### config.mk
export PLATFORM = sky130hd
export DESIGN_NAME = alu_ctrl_pipe
export DESIGN_NICKNAME = d
export VERILOG_FILES = /design/src/rtl/alu_ctrl_pipe.sv
export SDC_FILE = /design/constraint.sdc
export NUM_CORES = 1
export LEC_CHECK = 0
export CAP_MARGIN = 30
export CORE_ASPECT_RATIO = 0.6
export CORE_MARGIN = 5
export CORE_UTILIZATION = 50
export CTS_CLUSTER_DIAMETER = 40
export DETAILED_ROUTE_END_ITERATION = 12
export PLACE_DENSITY_LB_ADDON = 0.3
export REMOVE_ABC_BUFFERS = 1
export SLEW_MARGIN = 20
export SYNTH_ARGS = -nofsm -noshare
export SYNTH_HDL_FRONTEND = slang
export SYNTH_SLANG_ARGS = --single-unit
### constraint.sdc
create_clock -name clk -period 2.15 [get_ports clk]
set_input_delay 0.215 -clock clk [delete_from_list [all_inputs] [get_ports clk]]
set_output_delay 0.215 -clock clk [all_outputs]
set_load 0.02 [all_outputs]
### src/rtl/alu_ctrl_pipe.sv
// Registered, handshaked ALU-control decoder between ID and EX.
// Multi-cycle mult/div ops are sequenced by a down-counter that stalls the input side.
module alu_ctrl_pipe #(
  parameter int unsigned MULDIV_CYCLES = 32,
  parameter bit          EN_MULDIV     = 1'b1,
  parameter int unsigned CNT_W         = 8
) (
  input  logic       clk,
  input  logic       rst_n,
  input  logic       in_valid,
  output logic       in_ready,
  input  logic [5:0] opcode,
  input  logic [5:0] funct,
  input  logic       flush,
  output logic       out_valid,
  input  logic       out_ready,
  output logic [3:0] alu_ctrl,
  output logic       is_muldiv,
  output logic       illegal,
  output logic       busy
);

  typedef enum logic [1:0] {
    IDLE   = 2'd0,
    OUT    = 2'd1,
    MD_RUN = 2'd2
  } state_t;

  state_t           state_q, state_d;
  logic [3:0]       alu_ctrl_q, alu_ctrl_d;
  logic             is_muldiv_q, is_muldiv_d;
  logic             illegal_q, illegal_d;
  logic [CNT_W-1:0] cnt_q, cnt_d;

  logic [3:0] dec_ctrl;
  logic       dec_illegal;
  logic       dec_muldiv;
  logic       accept;

  always_comb begin
    dec_ctrl    = 4'b1111;
    dec_illegal = 1'b0;
    dec_muldiv  = 1'b0;
    unique case (opcode)
      6'b001000, 6'b100011, 6'b101011: dec_ctrl = 4'b0010;
      6'b001100: dec_ctrl = 4'b0000;
      6'b001101: dec_ctrl = 4'b0001;
      6'b001110: dec_ctrl = 4'b1001;
      6'b001010: dec_ctrl = 4'b1000;
      6'b001011: dec_ctrl = 4'b1011;
      6'b001111: dec_ctrl = 4'b1010;
      6'b000010, 6'b000011, 6'b000100, 6'b000101: dec_ctrl = 4'b1111;
      6'b000000: begin
        unique case (funct)
          6'b100000: dec_ctrl = 4'b0010;
          6'b100010: dec_ctrl = 4'b0011;
          6'b100100: dec_ctrl = 4'b0000;
          6'b100101: dec_ctrl = 4'b0001;
          6'b100110: dec_ctrl = 4'b1001;
          6'b100111: dec_ctrl = 4'b0100;
          6'b101010: dec_ctrl = 4'b1000;
          6'b101011: dec_ctrl = 4'b1011;
          6'b000000: dec_ctrl = 4'b0101;
          6'b000010: dec_ctrl = 4'b0110;
          6'b000011: dec_ctrl = 4'b0111;
          6'b001000: dec_ctrl = 4'b1111;
          6'b011000, 6'b011001: begin
            if (EN_MULDIV) begin
              dec_ctrl   = 4'b1100;
              dec_muldiv = 1'b1;
            end else begin
              dec_illegal = 1'b1;
            end
          end
          6'b011010, 6'b011011: begin
            if (EN_MULDIV) begin
              dec_ctrl   = 4'b1101;
              dec_muldiv = 1'b1;
            end else begin
              dec_illegal = 1'b1;
            end
          end
          default: dec_illegal = 1'b1;
        endcase
      end
      default: dec_illegal = 1'b1;
    endcase
  end

  assign in_ready = !flush && (state_q != MD_RUN) && ((state_q != OUT) || out_ready);
  assign accept   = in_valid && in_ready;

  always_comb begin
    state_d     = state_q;
    alu_ctrl_d  = alu_ctrl_q;
    is_muldiv_d = is_muldiv_q;
    illegal_d   = illegal_q;
    cnt_d       = cnt_q;
    // flush clears everything except alu_ctrl, which keeps its last value
    if (flush) begin
      state_d     = IDLE;
      is_muldiv_d = 1'b0;
      illegal_d   = 1'b0;
      cnt_d       = '0;
    end else begin
      unique case (state_q)
        IDLE, OUT: begin
          if (accept) begin
            alu_ctrl_d  = dec_ctrl;
            illegal_d   = dec_illegal;
            is_muldiv_d = 1'b0;
            if (dec_muldiv) begin
              state_d = MD_RUN;
              cnt_d   = CNT_W'(MULDIV_CYCLES - 1);
            end else begin
              state_d = OUT;
            end
          end else if (state_q == OUT && out_ready) begin
            state_d = IDLE;
          end
        end
        MD_RUN: begin
          cnt_d = cnt_q - CNT_W'(1);
          if (cnt_q == CNT_W'(1)) begin
            state_d     = OUT;
            is_muldiv_d = 1'b1;
          end
        end
        default: state_d = IDLE;
      endcase
    end
  end

  always_ff @(posedge clk or negedge rst_n) begin
    if (!rst_n) begin
      state_q     <= IDLE;
      alu_ctrl_q  <= 4'b1111;
      is_muldiv_q <= 1'b0;
      illegal_q   <= 1'b0;
      cnt_q       <= '0;
    end else begin
      state_q     <= state_d;
      alu_ctrl_q  <= alu_ctrl_d;
      is_muldiv_q <= is_muldiv_d;
      illegal_q   <= illegal_d;
      cnt_q       <= cnt_d;
    end
  end

  assign out_valid = (state_q == OUT);
  assign busy      = (state_q == MD_RUN);
  assign alu_ctrl  = alu_ctrl_q;
  assign is_muldiv = is_muldiv_q;
  assign illegal   = illegal_q;

endmodule

# After elaboration in Yosys (flattened, before gate mapping)
# Cells that the tools add are included.
word_totals:
  latchBits: 0
  n_memories: 0
  reg_bits: 16
  mem_bits_rw: 0
  rom_bits: 0
  wordCells: 91
op_classes:
  shift: 0
  n_div: 0
  reduce_logical: 24
  n_mul: 0
  order_cmp: 0
  n_mux: 23
  eq_ne: 37
  add_sub_neg: 1
  bitwise_logic: 1
op_table:
  columns: ["cell", "count"]
  rows:
  - ["== test 6 bit, second input constant", 10]
  - ["case mux 4 bit (13 select lines)", 1]
  - ["== test 6 x 4 -> 1 bit, second input constant", 8]
  - ["case mux 4 bit (8 select lines)", 1]
  - ["== test 6 x 2 -> 1 bit, second input constant", 4]
  - ["== test 6 x 5 -> 1 bit, second input constant", 4]
  - ["two-way mux 8 bit", 3]
  - ["case mux 8 bit (2 select lines)", 1]
  - ["OR reduction 16 bit", 1]
  - ["OR reduction 13 bit", 1]
  - ["== test 6 x 3 -> 1 bit, second input constant", 2]
  - ["logical NOT 6 bit", 2]
  - ["two-way mux 2 bit", 5]
  - ["two-way mux 1 bit", 9]
  - ["AND reduction 3 bit", 3]
  - ["== test 8 x 1 -> 1 bit, second input constant", 1]
  - ["subtractor 8 x 1 -> 8 bit, second input constant", 1]
  - ["!= test 3 bit, second input constant", 2]
  - ["OR reduction 2 bit", 3]
  - ["logical AND 1 bit", 4]
  - ["!= test 4 bit, second input constant", 1]
  - ["case mux 1 bit (2 select lines)", 2]
  - ["case mux 2 bit (2 select lines)", 1]
  - ["AND reduction 2 bit", 2]
  - ["other kinds (13)", 14]

# Depth between registers and ports, before layout
# Gate-level depths: netlist of the first run.
depth:
  ltp_word: 8
  depth_mapped: 6

# Worst setup path after synthesis of the first run
# Ideal clock, no wire load.
synth_timing:
  path_kind: "register -> output"
  start: "reg state_q[1]"
  end: "out in_ready"
  path_stages_with_launch: 5
  setup_slack_ps: 357
  arrival_ps: 1578
  cell_sequence: "dfrtp_1 -> nand2b_1 -> inv_1 -> buf_1 -> a211oi_1"
synth_between:
  elab_chain_cells: 3
synth_lines:
  columns: ["item", "line", "source"]
  rows:
  - ["start, declared", "29", "state_t state_q, state_d;"]
  - ["start signal, assigned", "142", "state_q <= state_d;"]
  - ["!= test 2 bit or != test 2 x 1 -> 1 bit (tied branches)", "90", "assign in_ready = !flush && (state_q != MD_RUN) && ((state_q != OUT) || out_ready);"]
  - ["logical AND 1 bit or logical OR 1 bit (tied branches)", "90", null]
  - ["logical AND 1 bit (*)", "90", null]
  - ["end, declared", "11", "output logic in_ready,"]
# Mark *: on every way between the ends. The rest lies on a longest branch, timed or not.

# Final worst setup path of the first run
layout_timing:
  start: "reg state_q[0]"
  end: "out in_ready"
# The elaborated chain is that of the path after synthesis.

==> key figures, run 1 <==
Outcome
  • Status: finished clean

Global routing
  • First-pass GRT wire length: 5913 um
  • Global routing's busiest layer: met1
  • Met1 global-route usage: between 30% and 40%
  • GR Util met2: 29.41%
  • Gr ovfl total: 0
  • Largest net degree at the start of global routing: 17
  • Vias in the first global route: 1227
  • Met3 Track Usage GR: approximately 6.8%
  • Initial antenna violation count: 0
  • GR Util All Layers: slightly above 20%

Critical path
  • CP Launch Type: flip-flop
  • CP max stage cell: dfrtp_1
  • CP max stage delay: 0.42 ns
  • CP Class: flip-flop to output pin
  • Arr. time, crit path: approximately 1.7 ns
  • Critical Path Fanout Max: 7
  • Critical path's top delay family: buffers and inverters
  • CP Buf/Inv Count: 2
  • CP endpoint kind: output pin
  • Crit-path cells: nand2b_1 > inv_1 > a211oi_1 > dlygate4sd2_1
  • Worst EP required: 1.93 ns

Finish
  • Final core area utilization: 72.58%
  • Post-layout net count: 208
  • Area grow syn2layout: 32.59%
  • Antenna cell count: 0
  • Final Cell Area: around 1600 sq um
  • Share of layout cells above drive strength 1: between 10% and 20%

Floorplanning
  • Row count: 13
  • Core Region: 2245 sq um
  • Total die area: 3581 sq um
  • Die W: 74.00 um
  • Initial Utilization: 54.74%
  • # IOs: 26
  • Die height: 48.40 um

Timing
  • Hold_ws: about 0.4 ns
  • Endpoints failing hold: 0
  • RSZ-0062 raised after global routing: false
  • Final min period: 1.912 ns
  • Clock skew: 0.002173 ns
  • Count of final setup violators: 0
  • FMAX: 523.1 MHz
  • Slew Limit Fails: 0
  • Tightest Pin Transition: around 0.75 ns
  • Total negative slack: 0 ns
  • Final Cycle Share: 88.92%
  • Slew Limit Headroom: 49.95%

Route
  • Residual DRC count: 0
  • Pre-antenna DRT Iters: 7
  • 1st-iter DRT viols: 212
  • Routed len/inst: 16.61 um
  • Total number of vias: 1364
  • WL final: 3622 um
  • Drt via density: 6.257
  • Routed Antenna Nets: 0

Yosys
  • Post-Synthesis Cells: 155
  • Distinct cells, synth: 47
  • FFs w/ async S/R, synth: 100.0%
  • Most frequent cell after synthesis: nor2_1
  • EDFF count, synth: 0
  • Synthesized area per cell: 7.927 sq um
  • Main flop type after synthesis: dfrtp_1
  • Top post-synthesis cells by area: dfrtp_1, dfstp_2, a21oi_1
  • Synth top area share: 24.44%
  • Post-synth top cells: nor2_1, a21oi_1, nand2_1, dfrtp_1, inv_1
  • Synthesized area: approximately 1200 sq um
  • Yosys top cell by area: dfrtp_1
  • Yosys warns: 0
  • Post-synthesis sequential area ratio: 32.99%
  • Synth Register Bits: 16

CTS
  • Clock Latency Late Sink: about 0.25 ns
  • CTS max path bufs: 2
  • Reg clk slew, reported paths: 0.07 ns
  • Root Driver: clkbuf_8
  • Sink Count: 16
  • Clock buffer count from CTS: 3
  • TritonCTS clock tree: yes
  • Htree depth: 1

Pwr
  • Switching pwr: between 200 and 250 uW
  • Worst IR Drop VDD: 0.3048 mV
  • Leak: around 0.67 nW
  • Comb power frac: 23.9%
  • Int Pwr: roughly 570 uW
  • Sw Share: approximately 28%
  • Clock power share: around a third
  • Register share of total power: 41.0%
  • Pwr per Cell Area: 486.4 nW/um^2

Min path
  • Worst Hold Class: input pin to asynchronous set/reset pin

Placed design
  • Gpl congestion: 0.9030
  • # port buffers: 25
  • Placed instance area: 1573 sq um
  • Hpwl dp: 2677 um

Flow run
  • Max_cap viols: 0
==> worst register-to-register path: cells and delay by family (launching register included) <==
family	cells	cell delay, ns
AND/OR/NAND/NOR	3	0.75
flip-flops	1	0.43
AO/OA/AOI/OAI	2	0.28
buffers and inverters	1	0.23
==> cell families after synthesis <==
group / after synthesis / share of synthesized area [%]
buffers and inverters: 16 / 5.193
flip-flops: 16 / 32.99
AND/OR/NAND/NOR: 66 / 28.51
XOR/XNOR: 2 / 1.426
multiplexers: 1 / 0.9164
adder cells (fa/ha/maj): 3 / 2.851
AO/OA/AOI/OAI: 51 / 28.11
==> power by group through the flow <==
| stage | registers [mW] | logic (mW) | clock network, mW |
|---|---|---|---|
| after CTS | 0.325 | 0.188 | 0.278 |
| after floorplan | 0.341 | 0.0666 | 0 |
| final | 0.325 | 0.189 | 0.278 |
| after detailed placement | 0.330 | 0.188 | 0 |
| after global routing | 0.326 | 0.204 | 0.291 |
| after global placement | 0.330 | 0.183 | 0 |
==> per-stage QoR <==
stage          setup slack [ns]  std cells  power [mW]
2_1_floorplan          -0.08183        147      0.4077
3_3_place_gp             0.1744        214      0.5125
3_5_place_dp             0.1086        214      0.5178
4_1_cts                 0.02605        218      0.7909
5_1_grt                  0.1736        218      0.8212
6_report                 0.2383        218      0.7924
==> sequential cells by signal (all words and copies together), names as in the netlist <==
| register | cells |
|---|---|
| cnt_q | 8 |
| is_muldiv | 1 |
| illegal | 1 |
| alu_ctrl | 4 |
| state_q | 2 |
==> routing by layer <==
layer  vias up  wire, um
met5         -         0
met4         0        11
met3         4       387
met2        83      1625
met1       649      1598
li1        628         -
==> cells in the final DEF, fill, tap and decap left out, types with 3 or more instances in the layout <==
cell and n:
a21oi_1 17, a31oi_1 6, buf_4 12, clkbuf_8 4
clkdlybuf4s50_1 23, dfrtp_1 12, dfstp_2 4, inv_1 8
nand2_1 13, nand2b_1 6, nand3b_1 3, nor2_1 19
nor2b_1 3, nor3_1 6, o211ai_1 3, o21ai_0 6
==> cell type report <==
cell class / count / area, sq um
Inverter: 8 / 30.03
Tap cell: 30 / 37.54
Multi-Input combinational cell: 123 / 759.5
Clock buffer: 4 / 55.05
Sequential cell: 16 / 405.4
Fill cell: 168 / 615.6
Timing Repair Buffer: 37 / 341.6
==> final timing paths <==
path / start / end / slack, ns / cells after the start
setup / recovery: state_q[0] / in_ready / 0.24 / 4
hold / removal: rst_n / cnt_q[3] / 0.40 / 1
setup reg to reg: state_q[0] / cnt_q[2] / 0.40 / 6
hold reg to reg: alu_ctrl[0] / alu_ctrl[0] / 0.51 / 2
max in group asynchronous: rst_n / is_muldiv / 1.28 / 1
min in group clk: alu_ctrl[0] / alu_ctrl[0] / 0.51 / 2
==> repair_timing <==
| action | 4_1_cts | 5_1_grt |
|---|---|---|
| buffers inserted | 0 | 0 |
| gates cloned | 0 | 0 |
| endpoints found under the setup margin | 1 | 1 |
| resized for setup | 1 | 1 |
| hold buffers | 0 | 0 |
Note: power is estimated with default switching activity, not from simulation.
==> run 2: changes to the inputs <==
Settings changed: CTS_CLUSTER_DIAMETER 40 to not set, CTS_CLUSTER_SIZE set to 8.
Clock period 2.15 ns to 2 ns, I/O delays scaled along.
==> run 2 against run 1 <==
Compared with the run above:
- global-route usage decreased by 0.23 points
- clock-buffer cell count unchanged
- flip-flop and latch count unchanged
- setup slack got worse by 0.18 ns
- highest routed layer unchanged
==> key figures, run 2 (synthesis gave the netlist of run 1 again) <==
Outcome
  • Status: finished clean

Finish
  • Area grow syn2layout: 34.52%
  • Fin cells: 221
  • Most common cell after layout, fill and taps aside: clkdlybuf4s50_1
  • Largest register by flop count: cnt_q
  • Final Cell Area: 1653 sq um
  • Antenna cell count: 0
  • Commonest non-fill, non-tap cells in the layout: clkdlybuf4s50_1, nor2_1, a21oi_1
  • Max FFs per register: 8
  • Fillers: 173
  • Share of layout cells above drive strength 1: 16.23%
  • Post-layout net count: approximately 210

CTS
  • CTS max path bufs: 2
  • Post-CTS Setup Bufs: 0
  • TritonCTS clock tree: yes
  • Htree depth: 1
  • Clock buffer count from CTS: 3
  • Sink Count: 16
  • Root Driver: clkbuf_8
  • Reg clk slew, reported paths: 0.07 ns
  • Clock Latency Late Sink: 0.26 ns
  • Hold_buf cts: 0
  • Post_cts resized: 0

Critical path
  • CP Launch Type: flip-flop
  • Worst R2R Path Depth: 5
  • CP max stage delay: between 0.6 and 0.7 ns
  • RR Endpoint: state_q[0]
  • Reg2reg setup slack: approximately 0.27 ns
  • CP max stage cell: clkdlybuf4s50_1
  • CP endpoint kind: output pin
  • Crit-path cells: nand2b_1 > inv_1 > buf_4 > clkdlybuf4s50_1
  • Arr. time, crit path: between 1.5 and 2 ns
  • RR Startpoint: cnt_q[1]
  • CP Class: flip-flop to output pin
  • CP Buf/Inv Count: 3
  • Critical path's top delay family: buffers and inverters
  • Worst EP required: 1.80 ns
  • Critical Path Fanout Max: 11

Route
  • Total number of vias: ~1400
  • 1st-iter DRT viols: between 80 and 90
  • Residual DRC count: 0
  • Drt via density: 6.118
  • Met3 wire len: 412 um
  • Met2 wire len: approximately 1500 um
  • Uppermost routed layer: met4
  • Pre-antenna DRT Iters: 4
  • Routed len/inst: 16.02 um
  • WL final: 3541 um
  • Routed Antenna Nets: 0
  • DRT met1 WL: 1571 um

Timing
  • RSZ-0062 raised after global routing: false
  • Endpoints failing hold: 0
  • Final min period: just under 2 ns
  • Slew Limit Headroom: 51.41%
  • Count of final setup violators: 0
  • Clock skew: 0.003851 ns
  • Final Cycle Share: 97.33%
  • FMAX: between 500 and 600 MHz
  • Tightest Pin Transition: 0.7266 ns
  • Slew Limit Fails: 0

Placed design
  • Placed instance area: 1595 sq um
  • Gpl congestion: ~0.9
  • # port buffers: 25
  • Cells after DPL: 217
  • Hpwl dp: 2687 um

Global routing
  • Vias in the first global route: 1188
  • Gr ovfl total: 0
  • First-pass GRT wire length: 5754 um
  • Initial antenna violation count: 0
  • Largest net degree at the start of global routing: 17
  • GR Util All Layers: 20.35%

Floorplanning
  • Total die area: 3581 sq um
  • Initial Utilization: between 50 and 60%
  • Core Region: about 2200 sq um
  • # IOs: 26
  • Row count: 13
  • Die W: 74.00 um
  • Die height: ~48 um

Pwr
  • Leak: 0.6716 nW
  • Worst IR Drop VDD: 0.2601 mV
  • Pwr per Cell Area: around 520 nW/um^2

Flow run
  • Max_cap viols: 0

Min path
  • Worst Hold Class: input pin to asynchronous set/reset pin
==> run 2: cell types whose count changed in the layout (fill, tap and decap cells not counted) <==
cell,delta
clkdlybuf4s50_1,+1
dlygate4sd2_1,-1
buf_4,+3
==> run 2: per-stage QoR <==
| stage | setup slack [ns] | power (mW) | hold slack, ns | TNS, ns | util (%) |
|---|---|---|---|---|---|
| finish | 0.05341 | 0.8587 | 0.3754 | 0 | 73.63 |
| global route | 0.01550 | 0.8842 | 0.4608 | 0 | 73.63 |
| global placement | 0.04278 | 0.5526 | 0.4967 | 0 | 71.07 |
| detailed placement | 0.01658 | 0.5595 | 0.4950 | 0 | 71.07 |
| floorplan | -0.2318 | 0.4382 | -0.09559 | -0.3445 | - |
| CTS | 0.06033 | 0.8523 | 0.4081 | 0 | 73.52 |
==> run 2: worst max path at each step <==
stage               start  depth (start not counted)    endpoint
6_report       state_q[0]                          4        busy
5_1_grt        state_q[0]                          4        busy
4_1_cts        state_q[0]                          4        busy
3_5_place_dp    opcode[1]                          7  state_q[0]
3_3_place_gp     in_valid                          6    cnt_q[2]
2_1_floorplan  state_q[0]                          5    cnt_q[2]
==> run 2: final cells by class <==
class / count / area (sq um) / share of cell area [%]
tap: 30 / 37.54 / 2.271
multi-input combinational: 123 / 759.5 / 45.95
sequential: 16 / 405.4 / 24.53
timing repair buffer: 40 / 365.4 / 22.10
inverter: 8 / 30.03 / 1.817
clock buffer: 4 / 55.05 / 3.331
==> run 2: worst register-to-register path: stages, from the launching register on <==
cell and delay [ns]:
dfrtp_1 0.40, inv_1 0.10, ha_1 0.15, nor4b_1 0.47, nand3_1 0.22, a211oi_1 0.29
==> run 2: routing by layer <==
| layer | GRT usage (%) | vias up |
|---|---|---|
| met4 | 3.916 | 0 |
| met3 | 5.350 | 6 |
| met1 | 30.33 | 613 |
| li1 | - | 643 |
| met2 | 29.26 | 90 |
| met5 | 0 | - |
==> run 2: power breakdown <==
part | switching, mW | leakage, nW | total [mW] | internal (mW)
Sequential | 0.00781 | 0.208 | 0.349 | 0.341
Combinational | 0.106 | 0.435 | 0.207 | 0.101
Clock | 0.128 | 0.0288 | 0.303 | 0.175
Total | 0.242 | 0.672 | 0.859 | 0.617
==> run 3: changes to the inputs <==
Settings changed: CTS_CLUSTER_SIZE 8 to 30.
==> results of run 3 <==
No change in the layout: final DEF, timing and power equal those of run 2.
